[src/rtl/hash_stream_io_if.sv]
// Bundle of stream, core and status signals for hash_stream_io.
// Latency: none; this is wiring only.
// Backpressure: in_valid/in_ready on input and out_valid/out_ready on output.
interface hash_stream_io_if #(
    parameter int Y = 256,
    parameter int L = 256,
    parameter int W = 8
);
    logic [W-1:0] in_data;
    logic         in_valid;
    logic         in_ready;
    logic [Y-1:0] msg;
    logic         core_start;
    logic [L-1:0] core_digest;
    logic         core_ready;
    logic [W-1:0] out_data;
    logic         out_valid;
    logic         out_ready;
    logic         err;
    logic [15:0]  lat_cnt;

    // Block side: accepts the message stream, drives the core, emits the digest.
    modport master (
        input  in_data, in_valid, core_digest, core_ready, out_ready,
        output in_ready, msg, core_start, out_data, out_valid, err, lat_cnt
    );

    // Environment side: source, hash core and sink.
    modport slave (
        output in_data, in_valid, core_digest, core_ready, out_ready,
        input  in_ready, msg, core_start, out_data, out_valid, err, lat_cnt
    );
endinterface

[src/rtl/hash_stream_io.sv]
// Streams a Y-bit message in as W-bit beats, kicks a parallel hash core, streams the L-bit digest out.
// Latency: Y/W load beats, START_HOLD start cycles, core wait (<=TIMEOUT), then L/W unload beats.
// Backpressure: in_ready only in LOAD; UNLOAD holds out_data while out_ready is low. Macro HASH_IO_LAT_EN builds lat_cnt.
module hash_stream_io #(
    parameter int Y          = 256,
    parameter int L          = 256,
    parameter int W          = 8,
    parameter int START_HOLD = 2,
    parameter int TIMEOUT    = 1024
) (
    input  logic              i_clk,
    input  logic              i_rst,
    hash_stream_io_if.master  io_bus
);

    localparam int NB_IN  = Y / W;
    localparam int NB_OUT = L / W;
    localparam int CW_IN  = (NB_IN > 1) ? $clog2(NB_IN) : 1;
    localparam int CW_OUT = (NB_OUT > 1) ? $clog2(NB_OUT) : 1;
    localparam int SW     = (START_HOLD > 1) ? $clog2(START_HOLD) : 1;
    localparam int TW     = $clog2(TIMEOUT + 1);

    typedef enum logic [1:0] {
        S_LOAD   = 2'd0,
        S_START  = 2'd1,
        S_WAIT   = 2'd2,
        S_UNLOAD = 2'd3
    } state_t;

    state_t              r_state;
    logic [CW_IN-1:0]    r_in_cnt;
    logic [CW_OUT-1:0]   r_out_cnt;
    logic [SW-1:0]       r_start_cnt;
    logic [TW-1:0]       r_wait_cnt;
    logic [Y-1:0]        r_msg;
    logic [L-1:0]        r_shift;
    logic                r_in_ready;
    logic                r_core_start;
    logic                r_out_valid;
    logic                r_err;

    logic                w_in_fire;
    logic                w_out_fire;
    logic                w_in_last;
    logic                w_out_last;
    logic                w_start_last;
    logic                w_wait_last;
    logic                w_capture;
    logic                w_abort;
    logic                w_load_done;
    logic [Y-1:0]        w_msg_next;

    // r_in_ready is only ever high in LOAD, so beats offered elsewhere are never taken.
    assign w_in_fire    = io_bus.in_valid & r_in_ready;
    assign w_out_fire   = r_out_valid & io_bus.out_ready;
    assign w_in_last    = (r_in_cnt == CW_IN'(NB_IN - 1));
    assign w_out_last   = (r_out_cnt == CW_OUT'(NB_OUT - 1));
    assign w_start_last = (r_start_cnt == SW'(START_HOLD - 1));
    assign w_wait_last  = (r_wait_cnt == TW'(TIMEOUT - 1));
    // core_ready is looked at only in WAIT; a ready seen on the last allowed cycle still wins over the timeout.
    assign w_capture    = (r_state == S_WAIT) & io_bus.core_ready;
    assign w_abort      = (r_state == S_WAIT) & ~io_bus.core_ready & w_wait_last;
    assign w_load_done  = (r_state == S_LOAD) & w_in_fire & w_in_last;

    // Place the incoming beat into its MSB-first slot of the message register.
    always_comb begin
        w_msg_next = r_msg;
        for (int k = 0; k < NB_IN; k++) begin
            if (r_in_cnt == CW_IN'(k)) begin
                w_msg_next[Y-1-k*W -: W] = io_bus.in_data;
            end
        end
    end

    // Main LOAD/START/WAIT/UNLOAD sequencer with all handshake outputs registered.
    always_ff @(posedge i_clk) begin
        if (i_rst) begin
            r_state      <= S_LOAD;
            r_in_cnt     <= '0;
            r_out_cnt    <= '0;
            r_start_cnt  <= '0;
            r_wait_cnt   <= '0;
            r_msg        <= '0;
            r_shift      <= '0;
            r_in_ready   <= 1'b1;
            r_core_start <= 1'b0;
            r_out_valid  <= 1'b0;
            r_err        <= 1'b0;
        end else begin
            case (r_state)
                S_LOAD: begin
                    if (w_in_fire) begin
                        r_msg <= w_msg_next;
                        if (w_in_last) begin
                            r_in_cnt     <= '0;
                            r_in_ready   <= 1'b0;
                            r_core_start <= 1'b1;
                            r_start_cnt  <= '0;
                            r_state      <= S_START;
                        end else begin
                            r_in_cnt <= r_in_cnt + 1'b1;
                        end
                    end
                end
                S_START: begin
                    if (w_start_last) begin
                        r_core_start <= 1'b0;
                        r_wait_cnt   <= '0;
                        r_state      <= S_WAIT;
                    end else begin
                        r_start_cnt <= r_start_cnt + 1'b1;
                    end
                end
                S_WAIT: begin
                    if (w_capture) begin
                        r_shift     <= io_bus.core_digest;
                        r_out_cnt   <= '0;
                        r_out_valid <= 1'b1;
                        r_state     <= S_UNLOAD;
                    end else if (w_abort) begin
                        // Core never answered: flag it and drop the message, nothing is emitted.
                        r_err      <= 1'b1;
                        r_msg      <= '0;
                        r_in_ready <= 1'b1;
                        r_state    <= S_LOAD;
                    end else begin
                        r_wait_cnt <= r_wait_cnt + 1'b1;
                    end
                end
                S_UNLOAD: begin
                    if (w_out_fire) begin
                        r_shift <= r_shift << W;
                        if (w_out_last) begin
                            // Straight back to LOAD so the next message can start on the following edge.
                            r_out_cnt   <= '0;
                            r_out_valid <= 1'b0;
                            r_msg       <= '0;
                            r_in_ready  <= 1'b1;
                            r_state     <= S_LOAD;
                        end else begin
                            r_out_cnt <= r_out_cnt + 1'b1;
                        end
                    end
                end
                default: begin
                    r_state <= S_LOAD;
                end
            endcase
        end
    end

`ifdef HASH_IO_LAT_EN
    logic [15:0] r_lat;
    logic [15:0] r_lat_cnt;

    // Latency counter: 0 on the first START cycle, +1 per cycle through START/WAIT, sticks at all-ones.
    always_ff @(posedge i_clk) begin
        if (i_rst) begin
            r_lat     <= '0;
            r_lat_cnt <= '0;
        end else begin
            if (w_load_done) begin
                r_lat <= '0;
            end else if (((r_state == S_START) || (r_state == S_WAIT)) && (r_lat != 16'hFFFF)) begin
                r_lat <= r_lat + 16'd1;
            end
            if (w_capture) begin
                r_lat_cnt <= r_lat;
            end
        end
    end

    assign io_bus.lat_cnt = r_lat_cnt;
`else
    assign io_bus.lat_cnt = 16'h0000;
`endif

    assign io_bus.in_ready   = r_in_ready;
    assign io_bus.msg        = r_msg;
    assign io_bus.core_start = r_core_start;
    assign io_bus.out_data   = r_shift[L-1 -: W];
    assign io_bus.out_valid  = r_out_valid;
    assign io_bus.err        = r_err;

endmodule

[src/flat_wrapper.sv]
// flat-port wrapper written by rule: the top's interface ports become plain ports
module hash_stream_io_flat 
#(
    parameter int Y          = 256,
    parameter int L          = 256,
    parameter int W          = 8,
    parameter int START_HOLD = 2,
    parameter int TIMEOUT    = 1024
)
  (i_clk, i_rst, io_bus_in_data, io_bus_in_valid, io_bus_core_digest, io_bus_core_ready, io_bus_out_ready, io_bus_in_ready, io_bus_msg, io_bus_core_start, io_bus_out_data, io_bus_out_valid, io_bus_err, io_bus_lat_cnt);
  hash_stream_io_if #(.Y(Y), .L(L), .W(W)) io_bus_i ();
  input  logic i_clk;
  input  logic i_rst;
  input wire logic [$bits(io_bus_i.in_data)-1:0] io_bus_in_data;
  input wire logic [$bits(io_bus_i.in_valid)-1:0] io_bus_in_valid;
  input wire logic [$bits(io_bus_i.core_digest)-1:0] io_bus_core_digest;
  input wire logic [$bits(io_bus_i.core_ready)-1:0] io_bus_core_ready;
  input wire logic [$bits(io_bus_i.out_ready)-1:0] io_bus_out_ready;
  output wire logic [$bits(io_bus_i.in_ready)-1:0] io_bus_in_ready;
  output wire logic [$bits(io_bus_i.msg)-1:0] io_bus_msg;
  output wire logic [$bits(io_bus_i.core_start)-1:0] io_bus_core_start;
  output wire logic [$bits(io_bus_i.out_data)-1:0] io_bus_out_data;
  output wire logic [$bits(io_bus_i.out_valid)-1:0] io_bus_out_valid;
  output wire logic [$bits(io_bus_i.err)-1:0] io_bus_err;
  output wire logic [$bits(io_bus_i.lat_cnt)-1:0] io_bus_lat_cnt;
  assign io_bus_i.in_data = io_bus_in_data;
  assign io_bus_i.in_valid = io_bus_in_valid;
  assign io_bus_i.core_digest = io_bus_core_digest;
  assign io_bus_i.core_ready = io_bus_core_ready;
  assign io_bus_i.out_ready = io_bus_out_ready;
  assign io_bus_in_ready = io_bus_i.in_ready;
  assign io_bus_msg = io_bus_i.msg;
  assign io_bus_core_start = io_bus_i.core_start;
  assign io_bus_out_data = io_bus_i.out_data;
  assign io_bus_out_valid = io_bus_i.out_valid;
  assign io_bus_err = io_bus_i.err;
  assign io_bus_lat_cnt = io_bus_i.lat_cnt;
  hash_stream_io #(.Y(Y), .L(L), .W(W), .START_HOLD(START_HOLD), .TIMEOUT(TIMEOUT)) u_core (.i_clk(i_clk), .i_rst(i_rst), .io_bus(io_bus_i));
endmodule
[config.mk]
export PLATFORM = sky130hd
export DESIGN_NAME = hash_stream_io_flat
export DESIGN_NICKNAME = d
export VERILOG_FILES = /design/src/rtl/hash_stream_io_if.sv /design/src/rtl/hash_stream_io.sv /design/src/flat_wrapper.sv
export SDC_FILE = /design/constraint.sdc
export NUM_CORES = 1
export LEC_CHECK = 0
export ABC_AREA = 1
export BUFFER_PORTS_ARGS = -buffer_cell sky130_fd_sc_hd__buf_4
export CELL_PAD_IN_SITES_DETAIL_PLACEMENT = 1
export CELL_PAD_IN_SITES_GLOBAL_PLACEMENT = 1
export CORE_AREA = 2 2 214 321
export CTS_BUF_LIST = sky130_fd_sc_hd__clkbuf_4 sky130_fd_sc_hd__clkbuf_8
export CTS_CLUSTER_DIAMETER = 60
export CTS_CLUSTER_SIZE = 20
export DETAILED_ROUTE_END_ITERATION = 7
export DIE_AREA = 0 0 216 323
export PLACE_DENSITY = 0.79
export RECOVER_POWER = 25
export SETUP_SLACK_MARGIN = 0.02
export SYNTH_ARGS = -nofsm -noshare
export SYNTH_HDL_FRONTEND = slang
export SYNTH_SLANG_ARGS = --single-unit
[constraint.sdc]
create_clock -name i_clk -period 2 [get_ports i_clk]
set_clock_uncertainty 0.15 [all_clocks]
set_input_delay 0.2 -clock i_clk [delete_from_list [all_inputs] [get_ports i_clk]]
set_output_delay 0.2 -clock i_clk [all_outputs]
set_load 0.01 [all_outputs]
==> results.ini <==
[sta]
hold_ws_ns=0.173
period_share=1.28
fin_crit_ns=2.55
slew_headroom=0.485
hold_viol=0
finalSetupViolCount=463
worst_pin_slew_ns=0.769
slew_viol_final=0
worst_slack_ns=-0.551
rsz0062_at_grt=true
fmax_mhz=392

[critical_path]
startpoint_type=flop
critPathBufInv=7
r2r_slack_ns=-0.55
worst_path_max_delay_cell=a31oi_1
critPathRequiredTime_ns=2.41
cp_max_fo=7
startpoint=u_core.r_state[1]$_SDFFE_PP0P_
critPathKind=flop to flop
timing.rr.start=u_core.r_state[1]$_SDFFE_PP0P_
r2r_cells=12
critPathTopFamily=buffers and inverters
arrival_ns=2.96
crit_path_max_incr_delay_ns=0.62
worst_setup_path_end_kind=flop
rr_endpoint=u_core.r_shift[21]$_SDFFE_PP0P_
cp-endpoint=u_core.r_shift[21]$_SDFFE_PP0P_
crit_chain=inv_4 > nor2_4 > inv_2 > nor2_4 > inv_4 > o21ai_4 > buf_12 > buf_12 > clkbuf_16 > clkbuf_16 > o21ai_0 > a31oi_1
cp.depth=12

[grt]
met2_usage=0.506
grt_use_met3=0.0546
grt_first_pass_wirelength_um=158000
overflow=0
met1_usage=0.327
antenna_found_initial=15
grt_busiest_layer=met2
first_global_vias=27300
grt_util_all_layers=0.287
grt_max_degree=105

[clock_network]
cts_tree=yes
cts_root_buffer=clkbuf_8
clock_sinks=540
cts_max_path_buffers=3
cts_buffers=42
h-tree-depth=2
clk_latency_ns=0.71
cts.clk_slew.worst_paths_ns=0.16

[run_status]
status=finished with violations
violations=negative setup slack

[floorplanning]
rows=117
coreArea_sq_mm=0.0673
start_util=0.355
io-pin-count=553
die_w_um=216
die_h_um=323
dieArea_sq_mm=0.0698

[route]
viasPerCell=5.58
drc_errors=0
final_antenna_net_count=0
dr_total_vias=29300
drt-initial-drc-count=3427
finalWirelength_um=134000
firstDrtPassIters=6
route.detailed.wl_per_inst_um=25.5

[layout]
multiInputGateArea_sq_mm=0.0123
nFillCells=8152
regArea_sq_mm=0.0108
syn_to_final_growth_pct=54.6
drive_above_1_share=0.268
nets=4586
fin_cells=5246

[power]
ir_worst_vdd_uv=523
power_density_mw_per_mm2=768
p_int_mw=18.1
p_comb_frac=0.300
power_leakage_nw=16.6
seq_power_share=0.438
switchingPower_mw=10.2
switching_share=0.361
total_power_mw=28.4
p_clk_frac=0.263

[synthesis]
synth-async-reset-ratio=0
synth_edf_count=0
yosys-top-cells-area=dfxtp_1 (45%), nand2_1 (17%), nor2_1 (8.4%)
synth_area_sq_mm=0.0239
synth_flop_cell=dfxtp_1
synthCells=3410
synth_area_leader_cell=dfxtp_1
synth_common_cells=nand2_1 (1091), dfxtp_1 (540), nor2_1 (532), inv_1 (285), a31oi_1 (248)
ys_seq_area_frac=0.452
netlist.area_leader.share=0.452
yosys_register_bits=540
synth.most_common_cell=nand2_1
yosysUniqueCellTypes=35
syn_area_per_cell_sq_um=7.01
ys_warn_count=0

[min_path]
hold_class=input port to flop

[place]
place.port_buffers=536
dp_hpwl_um=60200
gp_congestion=0.835
dp.cells=4750

[flow_run]
drv_cap=0

[worst min path at each step]
stage                                        start  cells after the start  slack (ns)                                  end
2_1_floorplan                io_bus_core_digest[0]                      2        0.20       u_core.r_shift[0]$_SDFFE_PP0P_
3_3_place_gp   u_core.io_bus.msg[135]$_SDFFE_PP0P_                      2        0.30  u_core.io_bus.msg[135]$_SDFFE_PP0P_
3_5_place_dp        u_core.r_shift[4]$_SDFFE_PP0P_                      2        0.31       u_core.r_shift[4]$_SDFFE_PP0P_
4_1_cts                    io_bus_core_digest[140]                      4        0.10     u_core.r_shift[140]$_SDFFE_PP0P_
5_1_grt                    io_bus_core_digest[222]                      4        0.17     u_core.r_shift[222]$_SDFFE_PP0P_
6_report                     io_bus_core_digest[7]                      4        0.17       u_core.r_shift[7]$_SDFFE_PP0P_
[worst min-delay path, cell delays in order]
cell           delay, ns
dlygate4sd3_1       0.54
buf_4               0.14
nand2_1             0.06
a21oi_1             0.06
[what timing repair did]
item,in CTS,in global routing
cloned,18,44
setup endpoints to repair,527,524
pin swaps,24,47
resized for setup,57,521
hold buffers,268,0
hold endpoints to repair,481,0
buffers inserted,14,63
[final cells by class]
type | count | area share
diodes | 17 | 0.00115
clock buffers | 52 | 0.0189
clock inverters | 21 | 0.00793
inverters | 293 | 0.0308
multi-input cells | 2333 | 0.334
flip-flops and latches | 540 | 0.293
well taps | 892 | 0.0302
repair buffers | 1098 | 0.284
[flip-flops by register name, indices dropped and copies added (netlist names)]
register,cells
u_core.io_bus.msg,256
u_core.r_wait_cnt,11
u_core.io_bus.core_start,1
u_core.r_start_cnt,1
u_core.io_bus.out_valid,1
u_core.r_out_cnt,5
u_core.r_shift,256
u_core.r_state,2
u_core.io_bus.in_ready,1
u_core.r_in_cnt,5
u_core.io_bus.err,1
[placed cells by master (no fill, tap or decap), drive strengths merged]
master       count
a21oi           38
a31oi          248
and3             1
buf            712
bufbuf           2
bufinv           2
clkbuf         168
clkinv           9
clkinvlp         6
conb            16
dfxtp          540
diode           17
dlygate4sd3    268
ha               9
inv            297
nand2         1097
nand3           34
nand3b           1
nand4           53
nor2           536
nor3             6
nor3b            3
o21ai          288
or2              1
xnor2            1
xor2             1
[per-layer routing]
layer | part of all wire | up-vias | wire length [um]
li1 | - | 12600 | -
met1 | 0.36 | 13900 | 47800
met3 | 0.089 | 777 | 11800
met2 | 0.47 | 2075 | 62300
met4 | 0.087 | 4 | 11600
met5 | 0.00020 | - | 27
[power by group through the flow]
stage               combinational (mW)  sequential (mW)  clock, mW
floorplan                         3.27             12.7          0
global placement                  6.18             12.5          0
detailed placement                6.36             12.5          0
CTS                               7.32             12.3       7.33
global route                      9.05             12.5       7.87
finish                            8.50             12.4       7.46
[kinds of logic after synthesis]
kind of cell	Yosys count	synth area share
AND/OR/NAND/NOR	1721	0.299
adder cells (fa/ha/maj)	9	0.00471
other	1	0.000157
XOR/XNOR	2	0.000733
flip-flops	540	0.452
buffers and inverters	564	0.110
AO/OA/AOI/OAI	573	0.133
[through the flow]
stage          setup TNS [ns]  setup slack (ns)  utilization  area (sq um)
6_report               -48.91            -0.551        0.549         36900
5_1_grt               -101.35            -0.636        0.549         36900
4_1_cts                -50.26            -0.263        0.502         33800
3_5_place_dp           -78.17            -0.300        0.437         29400
3_3_place_gp           -54.96            -0.174        0.437         29400
2_1_floorplan               0            0.0215            -         24000
Note: power is estimated with default switching activity, not from simulation.
